`src/rtl/ours_ppln_rr_arb_pkg.sv`:
```
// Shared types and helpers for the pipelined round-robin arbiter.
// The lock FSM encoding is only used when OURS_PPLN_ARB_BURST_EN is defined.
package ours_ppln_arb_pkg;

  typedef enum logic [0:0] {
    IDLE = 1'b0,
    LOCK = 1'b1
  } arb_state_e;

  // Modulo-n increment used to advance the rotating priority pointer
  function automatic int unsigned rr_next(input int unsigned idx, input int unsigned n);
    return ((idx + 32'd1) >= n) ? 32'd0 : (idx + 32'd1);
  endfunction

endpackage

```
`src/rtl/ours_ppln_rr_arb_if.sv`:
```
// Requester-side and downstream handshake bundle of the round-robin arbiter.
// req_last is present only when OURS_PPLN_ARB_BURST_EN is defined.
interface ours_ppln_rr_arb_if #(
  parameter int unsigned NUM_REQ = 4,
  parameter int unsigned WIDTH   = 8
);
  localparam int unsigned IDX_W = (NUM_REQ > 1) ? $clog2(NUM_REQ) : 1;

  logic [NUM_REQ-1:0]       req_valid;
  logic [NUM_REQ-1:0]       req_ready;
  logic [NUM_REQ*WIDTH-1:0] req_data;
`ifdef OURS_PPLN_ARB_BURST_EN
  logic [NUM_REQ-1:0]       req_last;
`endif
  logic                     out_valid;
  logic                     out_ready;
  logic [WIDTH-1:0]         out_data;
  logic [IDX_W-1:0]         out_src;

`ifdef OURS_PPLN_ARB_BURST_EN
  modport slave (
    input  req_valid, req_data, req_last, out_ready,
    output req_ready, out_valid, out_data, out_src
  );
  modport master (
    output req_valid, req_data, req_last, out_ready,
    input  req_ready, out_valid, out_data, out_src
  );
`else
  modport slave (
    input  req_valid, req_data, out_ready,
    output req_ready, out_valid, out_data, out_src
  );
  modport master (
    output req_valid, req_data, out_ready,
    input  req_ready, out_valid, out_data, out_src
  );
`endif

endinterface

```
`src/rtl/ours_rr_pick.sv`:
```
// Combinational rotating-priority picker: first set request scanning from i_base upward, wrapping.
module ours_rr_pick #(
  parameter int unsigned NUM_REQ = 4,
  parameter int unsigned IDX_W   = 2
) (
  input  logic [NUM_REQ-1:0] i_req,
  input  logic [IDX_W-1:0]   i_base,
  output logic [NUM_REQ-1:0] o_gnt,
  output logic [IDX_W-1:0]   o_idx,
  output logic               o_any
);

  int unsigned w_j;

  // Scan from farthest to nearest so the nearest asserted request wins last
  always_comb begin
    o_gnt = '0;
    o_idx = '0;
    o_any = 1'b0;
    w_j   = '0;
    for (int k = int'(NUM_REQ) - 1; k >= 0; k--) begin
      w_j = (32'(i_base) + 32'(k)) % NUM_REQ;
      if (i_req[IDX_W'(w_j)]) begin
        o_idx = IDX_W'(w_j);
        o_any = 1'b1;
      end
    end
    for (int i = 0; i < int'(NUM_REQ); i++) begin
      o_gnt[i] = o_any && (o_idx == IDX_W'(i));
    end
  end

endmodule

```
`src/rtl/ours_ppln_rr_arb.sv`:
```
// Round-robin arbiter feeding one registered valid/ready stage shared by NUM_REQ requesters.
// Define OURS_PPLN_ARB_BURST_EN to hold the grant on a requester until its req_last beat.
module ours_ppln_rr_arb
  import ours_ppln_arb_pkg::*;
#(
  parameter int unsigned NUM_REQ = 4,
  parameter int unsigned WIDTH   = 8
) (
  input logic               clk,
  input logic               rstn,
  ours_ppln_rr_arb_if.slave bus
);

  localparam int unsigned IDX_W = (NUM_REQ > 1) ? $clog2(NUM_REQ) : 1;

  logic               r_out_valid;
  logic [WIDTH-1:0]   r_out_data;
  logic [IDX_W-1:0]   r_out_src;
  logic [IDX_W-1:0]   r_ptr;
  logic [IDX_W-1:0]   w_ptr_nxt;
  logic [NUM_REQ-1:0] w_req_eff;
  logic [NUM_REQ-1:0] w_gnt;
  logic [IDX_W-1:0]   w_idx;
  logic               w_any;
  logic               w_stage_free;
  logic               w_accept;
  logic [WIDTH-1:0]   w_data;

`ifdef OURS_PPLN_ARB_BURST_EN
  localparam logic [0:0] ST_IDLE = 1'(IDLE);
  localparam logic [0:0] ST_LOCK = 1'(LOCK);

  logic [0:0]         r_state;
  logic [0:0]         w_state_nxt;
  logic [IDX_W-1:0]   r_lock_idx;
  logic [IDX_W-1:0]   w_lock_nxt;
  logic               w_last;

  // While locked only the burst owner is visible to the picker
  always_comb begin
    w_req_eff = bus.req_valid;
    if (r_state == ST_LOCK) begin
      w_req_eff             = '0;
      w_req_eff[r_lock_idx] = bus.req_valid[r_lock_idx];
    end
  end
`else
  assign w_req_eff = bus.req_valid;
`endif

  ours_rr_pick #(
    .NUM_REQ (NUM_REQ),
    .IDX_W   (IDX_W)
  ) u_pick (
    .i_req  (w_req_eff),
    .i_base (r_ptr),
    .o_gnt  (w_gnt),
    .o_idx  (w_idx),
    .o_any  (w_any)
  );

  assign w_stage_free  = ~r_out_valid | bus.out_ready;
  assign w_accept      = rstn & w_stage_free & w_any;
  assign bus.req_ready = w_accept ? w_gnt : '0;

  always_comb begin
    w_data = '0;
`ifdef OURS_PPLN_ARB_BURST_EN
    w_last = 1'b0;
`endif
    for (int i = 0; i < int'(NUM_REQ); i++) begin
      if (w_gnt[i]) begin
        w_data = bus.req_data[i*int'(WIDTH) +: WIDTH];
      end
`ifdef OURS_PPLN_ARB_BURST_EN
      w_last = w_last | (w_gnt[i] & bus.req_last[i]);
`endif
    end
  end

  // Pointer advance and optional burst lock
  always_comb begin
    w_ptr_nxt = r_ptr;
`ifdef OURS_PPLN_ARB_BURST_EN
    w_state_nxt = r_state;
    w_lock_nxt  = r_lock_idx;
    if (w_accept) begin
      case (r_state)
        ST_IDLE: begin
          if (w_last) begin
            w_ptr_nxt = IDX_W'(rr_next(32'(w_idx), NUM_REQ));
          end else begin
            w_state_nxt = ST_LOCK;
            w_lock_nxt  = w_idx;
          end
        end
        ST_LOCK: begin
          if (w_last) begin
            w_state_nxt = ST_IDLE;
            w_ptr_nxt   = IDX_W'(rr_next(32'(r_lock_idx), NUM_REQ));
          end
        end
        default: w_state_nxt = ST_IDLE;
      endcase
    end
`else
    if (w_accept) begin
      w_ptr_nxt = IDX_W'(rr_next(32'(w_idx), NUM_REQ));
    end
`endif
  end

  always_ff @(posedge clk) begin
    if (!rstn) begin
      r_out_valid <= 1'b0;
      r_out_src   <= '0;
      r_ptr       <= '0;
`ifdef OURS_PPLN_ARB_BURST_EN
      r_state     <= ST_IDLE;
      r_lock_idx  <= '0;
`endif
    end else begin
      if (w_accept) begin
        r_out_valid <= 1'b1;
        r_out_src   <= w_idx;
      end else if (bus.out_ready) begin
        r_out_valid <= 1'b0;
      end
      r_ptr <= w_ptr_nxt;
`ifdef OURS_PPLN_ARB_BURST_EN
      r_state    <= w_state_nxt;
      r_lock_idx <= w_lock_nxt;
`endif
    end
  end

  // Payload register carries no reset; w_accept is already low during reset
  always_ff @(posedge clk) begin
    if (w_accept) begin
      r_out_data <= w_data;
    end
  end

  assign bus.out_valid = r_out_valid;
  assign bus.out_data  = r_out_data;
  assign bus.out_src   = r_out_src;

endmodule

```
`src/flat_wrapper.sv`:
```
// flat-port wrapper written by rule: the top's interface ports become plain ports
module ours_ppln_rr_arb_flat import ours_ppln_arb_pkg::*;
#(
  parameter int unsigned NUM_REQ = 4,
  parameter int unsigned WIDTH   = 8
)
  (clk, rstn, bus_req_valid, bus_req_data, bus_out_ready, bus_req_ready, bus_out_valid, bus_out_data, bus_out_src);
  ours_ppln_rr_arb_if #(.NUM_REQ(NUM_REQ), .WIDTH(WIDTH)) bus_i ();
  input logic clk;
  input logic rstn;
  input wire logic [$bits(bus_i.req_valid)-1:0] bus_req_valid;
  input wire logic [$bits(bus_i.req_data)-1:0] bus_req_data;
  input wire logic [$bits(bus_i.out_ready)-1:0] bus_out_ready;
  output wire logic [$bits(bus_i.req_ready)-1:0] bus_req_ready;
  output wire logic [$bits(bus_i.out_valid)-1:0] bus_out_valid;
  output wire logic [$bits(bus_i.out_data)-1:0] bus_out_data;
  output wire logic [$bits(bus_i.out_src)-1:0] bus_out_src;
  assign bus_i.req_valid = bus_req_valid;
  assign bus_i.req_data = bus_req_data;
  assign bus_i.out_ready = bus_out_ready;
  assign bus_req_ready = bus_i.req_ready;
  assign bus_out_valid = bus_i.out_valid;
  assign bus_out_data = bus_i.out_data;
  assign bus_out_src = bus_i.out_src;
  ours_ppln_rr_arb #(.NUM_REQ(NUM_REQ), .WIDTH(WIDTH)) u_core (.clk(clk), .rstn(rstn), .bus(bus_i));
endmodule
```
`config.mk`:
```
export PLATFORM = sky130hd
export DESIGN_NAME = ours_ppln_rr_arb_flat
export DESIGN_NICKNAME = d
export VERILOG_FILES = /design/src/rtl/ours_ppln_rr_arb_pkg.sv /design/src/rtl/ours_ppln_rr_arb_if.sv /design/src/rtl/ours_rr_pick.sv /design/src/rtl/ours_ppln_rr_arb.sv /design/src/flat_wrapper.sv
export SDC_FILE = /design/constraint.sdc
export NUM_CORES = 1
export LEC_CHECK = 0
export ABC_CLOCK_PERIOD_IN_PS = 2100
export CORE_ASPECT_RATIO = 0.6
export CORE_MARGIN = 2
export CORE_UTILIZATION = 30
export DETAILED_ROUTE_END_ITERATION = 8
export PLACE_DENSITY = 0.66
export SLEW_MARGIN = 10
export SYNTH_ARGS = -nofsm -noshare
export SYNTH_HDL_FRONTEND = slang
export SYNTH_HIERARCHICAL = 1
export SYNTH_SLANG_ARGS = --single-unit
```
`constraint.sdc`:
```
create_clock -name clk -period 2.1 [get_ports clk]
set_input_delay 0.21 -clock clk [delete_from_list [all_inputs] [get_ports clk]]
set_output_delay 0.21 -clock clk [all_outputs]
set_load 0.005 [all_outputs]
```
======== After elaboration in Yosys (flattened, before gate mapping) ========
Cells that the tools add are included.
storage, ports and cells
  output and inout port bits .............. 15
  word-level logic and storage cells ...... 50
  input bits .............................. 39
  bits in registers ....................... 13
operators by class
  order comparisons ....................... 5
  equality and inequality tests ........... 3
  bitwise operators ....................... 4
  muxes and demuxes ....................... 24
  add/subtract/negate cells ............... 4
  reduce and logical (&&, ||, !) cells .... 6
operators with widths
  kind                                                         count
  two-way mux 8 bit                                            4
  less-than comparator 2 x 3 -> 1 bit (second input constant)  4
  two-way mux 1 bit                                            10
  two-way mux 2 bit                                            5
  binary-select mux 1 bit (select 2 bit)                       4
  adder 2 bit (second input constant)                          2
  == test 2 bit (second input constant)                        2
  logical AND 1 bit                                            4
  two-way mux 4 bit                                            1
  adder 2 x 1 -> 3 bit (second input constant)                 1
  greater-or-equal comparator 3 bit (second input constant)    1
  adder 2 x 1 -> 2 bit (second input constant)                 1
  AND 1 bit                                                    2
  == test 2 x 1 -> 1 bit (second input constant)               1
  zero test 2 bit                                              1
  nonzero test 2 bit                                           1
  NOT 1 bit                                                    1
  OR 1 bit                                                     1

======== Logic depth before layout (Yosys ltp) ========
  depth after elaboration ................. 13
  mapped depth ............................ 8

======== Modules after synthesis ========
Netlist, hierarchy kept.
modules (own cells, without submodules)
  module            area each (um^2)  times used  cells an instance
  ours_ppln_rr_arb  710.7             1           68
  ours_rr_pick      211.5             1           33

======== Worst setup path before layout ========
Ideal clock, no wire load.
  path type ............................... register to register
  start point ............................. reg u_core.r_ptr[1]
  end point ............................... reg u_core.r_out_data[5], in the netlist u_core/bus.out_data[5] (data pin)
  setup time .............................. 279 ps
  arrival time ............................ 1,321 ps
  cell stages (with the launch flop) ...... 9
  setup slack ............................. 500 ps
  path buffers ............................ 2
  clock period less this slack ............ 1,600 ps
  cell sequence ........................... dfxtp_1 > buf_6 > inv_1 > a21oi_1 > o221a_2 > nand2b_1 > buf_4 > o22ai_1 > a31oi_1
on the way
  elaborated cells between the ends (all ways) .. 31
  classes of those cells .................. add/sub (3); eq/ne (3); mux (20); reduce/logical (5)
RTL lines
  what                                     line                     RTL
  start: declaration                       ours_ppln_rr_arb.sv:19   logic [IDX_W-1:0] r_ptr;
  start signal: assignment                 ours_ppln_rr_arb.sv:129  r_ptr <= w_ptr_nxt;
  adder 2 bit                              ours_rr_pick.sv:22       w_j = (32'(i_base) + 32'(k)) % NUM_REQ;
  binary-select mux 1 bit (select 2 bit)   ours_rr_pick.sv:23       if (i_req[IDX_W'(w_j)]) begin
  two-way mux 1 bit (implied by the code)  ours_rr_pick.sv:23
  two-way mux 2 bit (4 in series)          ours_rr_pick.sv:23
  == test 2 bit                            ours_rr_pick.sv:29       o_gnt[i] = o_any && (o_idx == IDX_W'(i));
  logical AND 1 bit (*)                    ours_rr_pick.sv:29
  via u_core.w_gnt[3]                      ours_ppln_rr_arb.sv:22   logic [NUM_REQ-1:0] w_gnt;
  two-way mux 8 bit (*)                    ours_ppln_rr_arb.sv:72   if (w_gnt[i]) begin
  via u_core.w_data[5]                     ours_ppln_rr_arb.sv:27   logic [WIDTH-1:0] w_data;
  end signal: assignment                   ours_ppln_rr_arb.sv:140  r_out_data <= w_data;
  end: declaration                         ours_ppln_rr_arb.sv:17   logic [WIDTH-1:0] r_out_data;
Mark *: on every way through the listed nets, which the timed path passes. The rest lies on a longest branch. The select of a mux whose other input is x is not followed.
A chain may end at the register's enable or synchronous reset.

======== Worst setup path in the final report ========
  start point ............................. reg u_core.r_ptr[1]
  end point ............................... out bus_req_ready[2]
on the way
  longest elaborated chain between the ends .. 10
  elaborated cells between the ends (all ways) .. 23
  classes of those cells .................. add/sub (3); eq/ne (1); mux (17); bitwise (1); reduce/logical (1)
RTL lines
  what                                     line                    RTL
  adder 2 bit                              ours_rr_pick.sv:22
  binary-select mux 1 bit (select 2 bit)   ours_rr_pick.sv:23
  two-way mux 1 bit (implied by the code)  ours_rr_pick.sv:23
  two-way mux 2 bit (4 in series)          ours_rr_pick.sv:23
  == test 2 bit                            ours_rr_pick.sv:29
  logical AND 1 bit (*)                    ours_rr_pick.sv:29
  via u_core.w_gnt[2]                      ours_ppln_rr_arb.sv:22
  two-way mux 4 bit (*)                    ours_ppln_rr_arb.sv:64  assign bus.req_ready = w_accept ? w_gnt : '0;
  end: declaration                         flat_wrapper.sv:14      output wire logic [$bits(bus_i.req_ready)-1:0] bus_req_ready;
Marks and branches as above.

==> metrics.csv <==
metric,value,unit
Int Pwr,795,µW
register area share after synthesis,0.369,
clock root cell,clkbuf_8,
Final nets,206,
"flops & latches, synth",13,
Switching Share,0.316,
Worst-path clk slew,60,ps
"Setup Fix Bufs, Post-CTS",0,
CP Max Fanout,9,
core area,2890,µm²
cell taking the most area after synthesis,edfxtp_1,
first-pass GRT wire length,4460,µm
vias in the first global route,917,
Initial Utilization,0.319,
CTS HTree Levels,1,
RSZ-0062 raised after global routing,yes,
startpoint types,flop,
antenna fix cells,0,
clk sink count,13,
Crit-path slowest cell,clkdlybuf4s50_1,
max_cap viols,0,
Global Route Usage Sum,0.174,
fin. max-slew vios,0,
Peak VDD IR,0.471,mV
placed insts,203,
Final setup viols,0,
Post-synth EDFFs,8,
TritonCTS clock tree,built,
"non-filler cells, final",207,
initial antenna violation count,0,
endpoints failing hold,0,
P_leak,0.658,nW
Die Width,75.6,µm
Final Total Pwr,1.16,mW
I/O Buffers,53,
TritonCTS Buffers,3,
Commonest cells post-synth,"a21oi_1, inv_1, edfxtp_1, o22ai_1",
Worst-Margin Slew,587,ps
clock power share,0.193,
clock tree buffer depth,2,
filler cell count,259,
combinational power share,0.475,
Pwr Density,721,nW/µm²
Crit path largest cell delay,510,ps
worst path arrival time,1820,ps
# DRC,0,
fin crit share,0.966,
DIE HEIGHT,46.9,µm
Peak Freq,0.493,GHz
Setup Total Neg Slack,0,ps
Via density,4.74,
grt ovf,0,
detailed placement HPWL,2470,µm
HP Class,reg2reg,
ys async rst share,0,
share of layout cells above drive strength 1,0.200,
largest net degree at the start of global routing,10,
crit path kind,reg2out,
minimum clock period,2030,ps
Synth Flop Type,edfxtp_1,
area share of the largest cell type after synthesis,0.261,
"top cells by area, synth","edfxtp_1, dfxtp_1, a21oi_1",
Mapped Nets,141,
Final Instance Area,1610,µm²
Initial DRT Pass Iterations,4,
post-synth cell types,32,
IO Pins,54,
Mapped Area,922,µm²
post-route ant nets,0,
crit end category,primary output,
row count,15,
Relative slew margins,0.608,
Yosys warning count,6,
"Hold-fix buffers, CTS",0,
vias,982,
Total Wirelength,3010,µm
Routed wire per std cell,14.5,µm
Area Overhead vs Synth,74.6,%
Worst Clk Skew,5.40,ps
full die area,3550,µm²
syn avg cell area,9.13,µm²
synthesized instance count,101,
post-placement cell area,1550,µm²
Starting DRT DRC Count,48,
"Clk Latency, worst-skew pair",250,ps
GPL Wtd Cong,0.776,
outcome,completed,
Psw,367,µW
CP required,1890,ps
critical-path cell list,"buf_4, nor2b_1, o21ai_0, a21boi_1, and2_2, clkdlybuf4s50_1",
Seq pwr share,0.332,
timing repair:
item | CTS | global route
resized for setup | 4 | 7
endpoints found under the setup margin | 4 | 5
pin swaps | 0 | 0
kinds of logic (layout without fill, tap and decap cells):
logic type               after synthesis  after routing  synth area share
buffers and inverters                 18             82             0.113
AND/OR/NAND/NOR                       24             24             0.149
adder cells (fa/ha/maj)                1              1            0.0136
multiplexers                           5              5            0.0543
flip-flops                            13             13             0.369
AO/OA/AOI/OAI                         40             40             0.301
worst paths after layout:
check	startpoint	end	slack (ps)	depth (start not counted)
worst max-delay path	u_core/r_ptr[1]	bus_req_ready[2]	70	6
worst min-delay path	u_core/bus.out_src[1]	u_core/bus.out_src[1]	470	2
worst max register to register	u_core/r_ptr[0]	u_core/bus.out_data[4]	180	6
worst min register to register	u_core/bus.out_src[1]	u_core/bus.out_src[1]	470	2
power by group through the flow:
stage,Clock (mW),Sequential (mW),Combinational [mW]
3_3_place_gp,0,0.384,0.528
3_5_place_dp,0,0.385,0.542
2_1_floorplan,0,0.377,0.291
4_1_cts,0.231,0.380,0.545
5_1_grt,0.250,0.394,0.604
6_report,0.225,0.386,0.552
through the flow:
stage	hold slack [ps]	utilization	worst slack (ps)
after floorplan	356	-	500
after global placement	449	0.537	-37.3
after CTS	472	0.552	9.06
after global routing	491	0.557	-24.4
final	472	0.557	72.1
after detailed placement	454	0.537	-164
registers in the layout, indices dropped and copies added, names as in the netlist:
register	cells
u_core/r_ptr	2
u_core/bus.out_valid	1
u_core/bus.out_data	8
u_core/bus.out_src	2
critical path, delay by kind of cell, from the launching register on:
kind | cells | cell delay (ps)
AO/OA/AOI/OAI | 2 | 270
buffers and inverters | 2 | 660
flip-flops | 1 | 370
AND/OR/NAND/NOR | 2 | 280
cells in the final DEF, fill, tap and decap left out, types with 2 or more instances in the layout:
master	count
clkdlybuf4s50_1	49
o221a_2	2
a21oi_1	10
o21ai_0	2
and2_2	4
clkbuf_8	3
inv_1	10
edfxtp_1	8
o21ai_1	2
nor2_2	2
nand2_1	6
a21boi_0	2
buf_4	15
nor2b_1	2
dfxtp_1	3
dlymetal6s2s_1	2
dlygate4sd2_1	2
a31oi_1	2
mux2i_1	5
o22ai_1	8
a22oi_1	6
nor2_1	3
per-layer routing:
metal	share of wire	GRT usage	up-vias
met5	0	0	-
met4	0.0033	0.0316	0
met3	0.032	0.0386	2
met2	0.49	0.283	23
met1	0.47	0.242	458
li1	-	-	499
area by class of cell:
cell class | count | area (µm²) | share of cell area
multi-input combinational | 70 | 484 | 0.301
inverter | 10 | 37.5 | 0.0233
tap | 42 | 52.6 | 0.0326
timing repair buffer | 68 | 646 | 0.401
sequential | 13 | 345 | 0.214
clock buffer | 4 | 45.0 | 0.0280
Power figures use the tool's default switching activity.
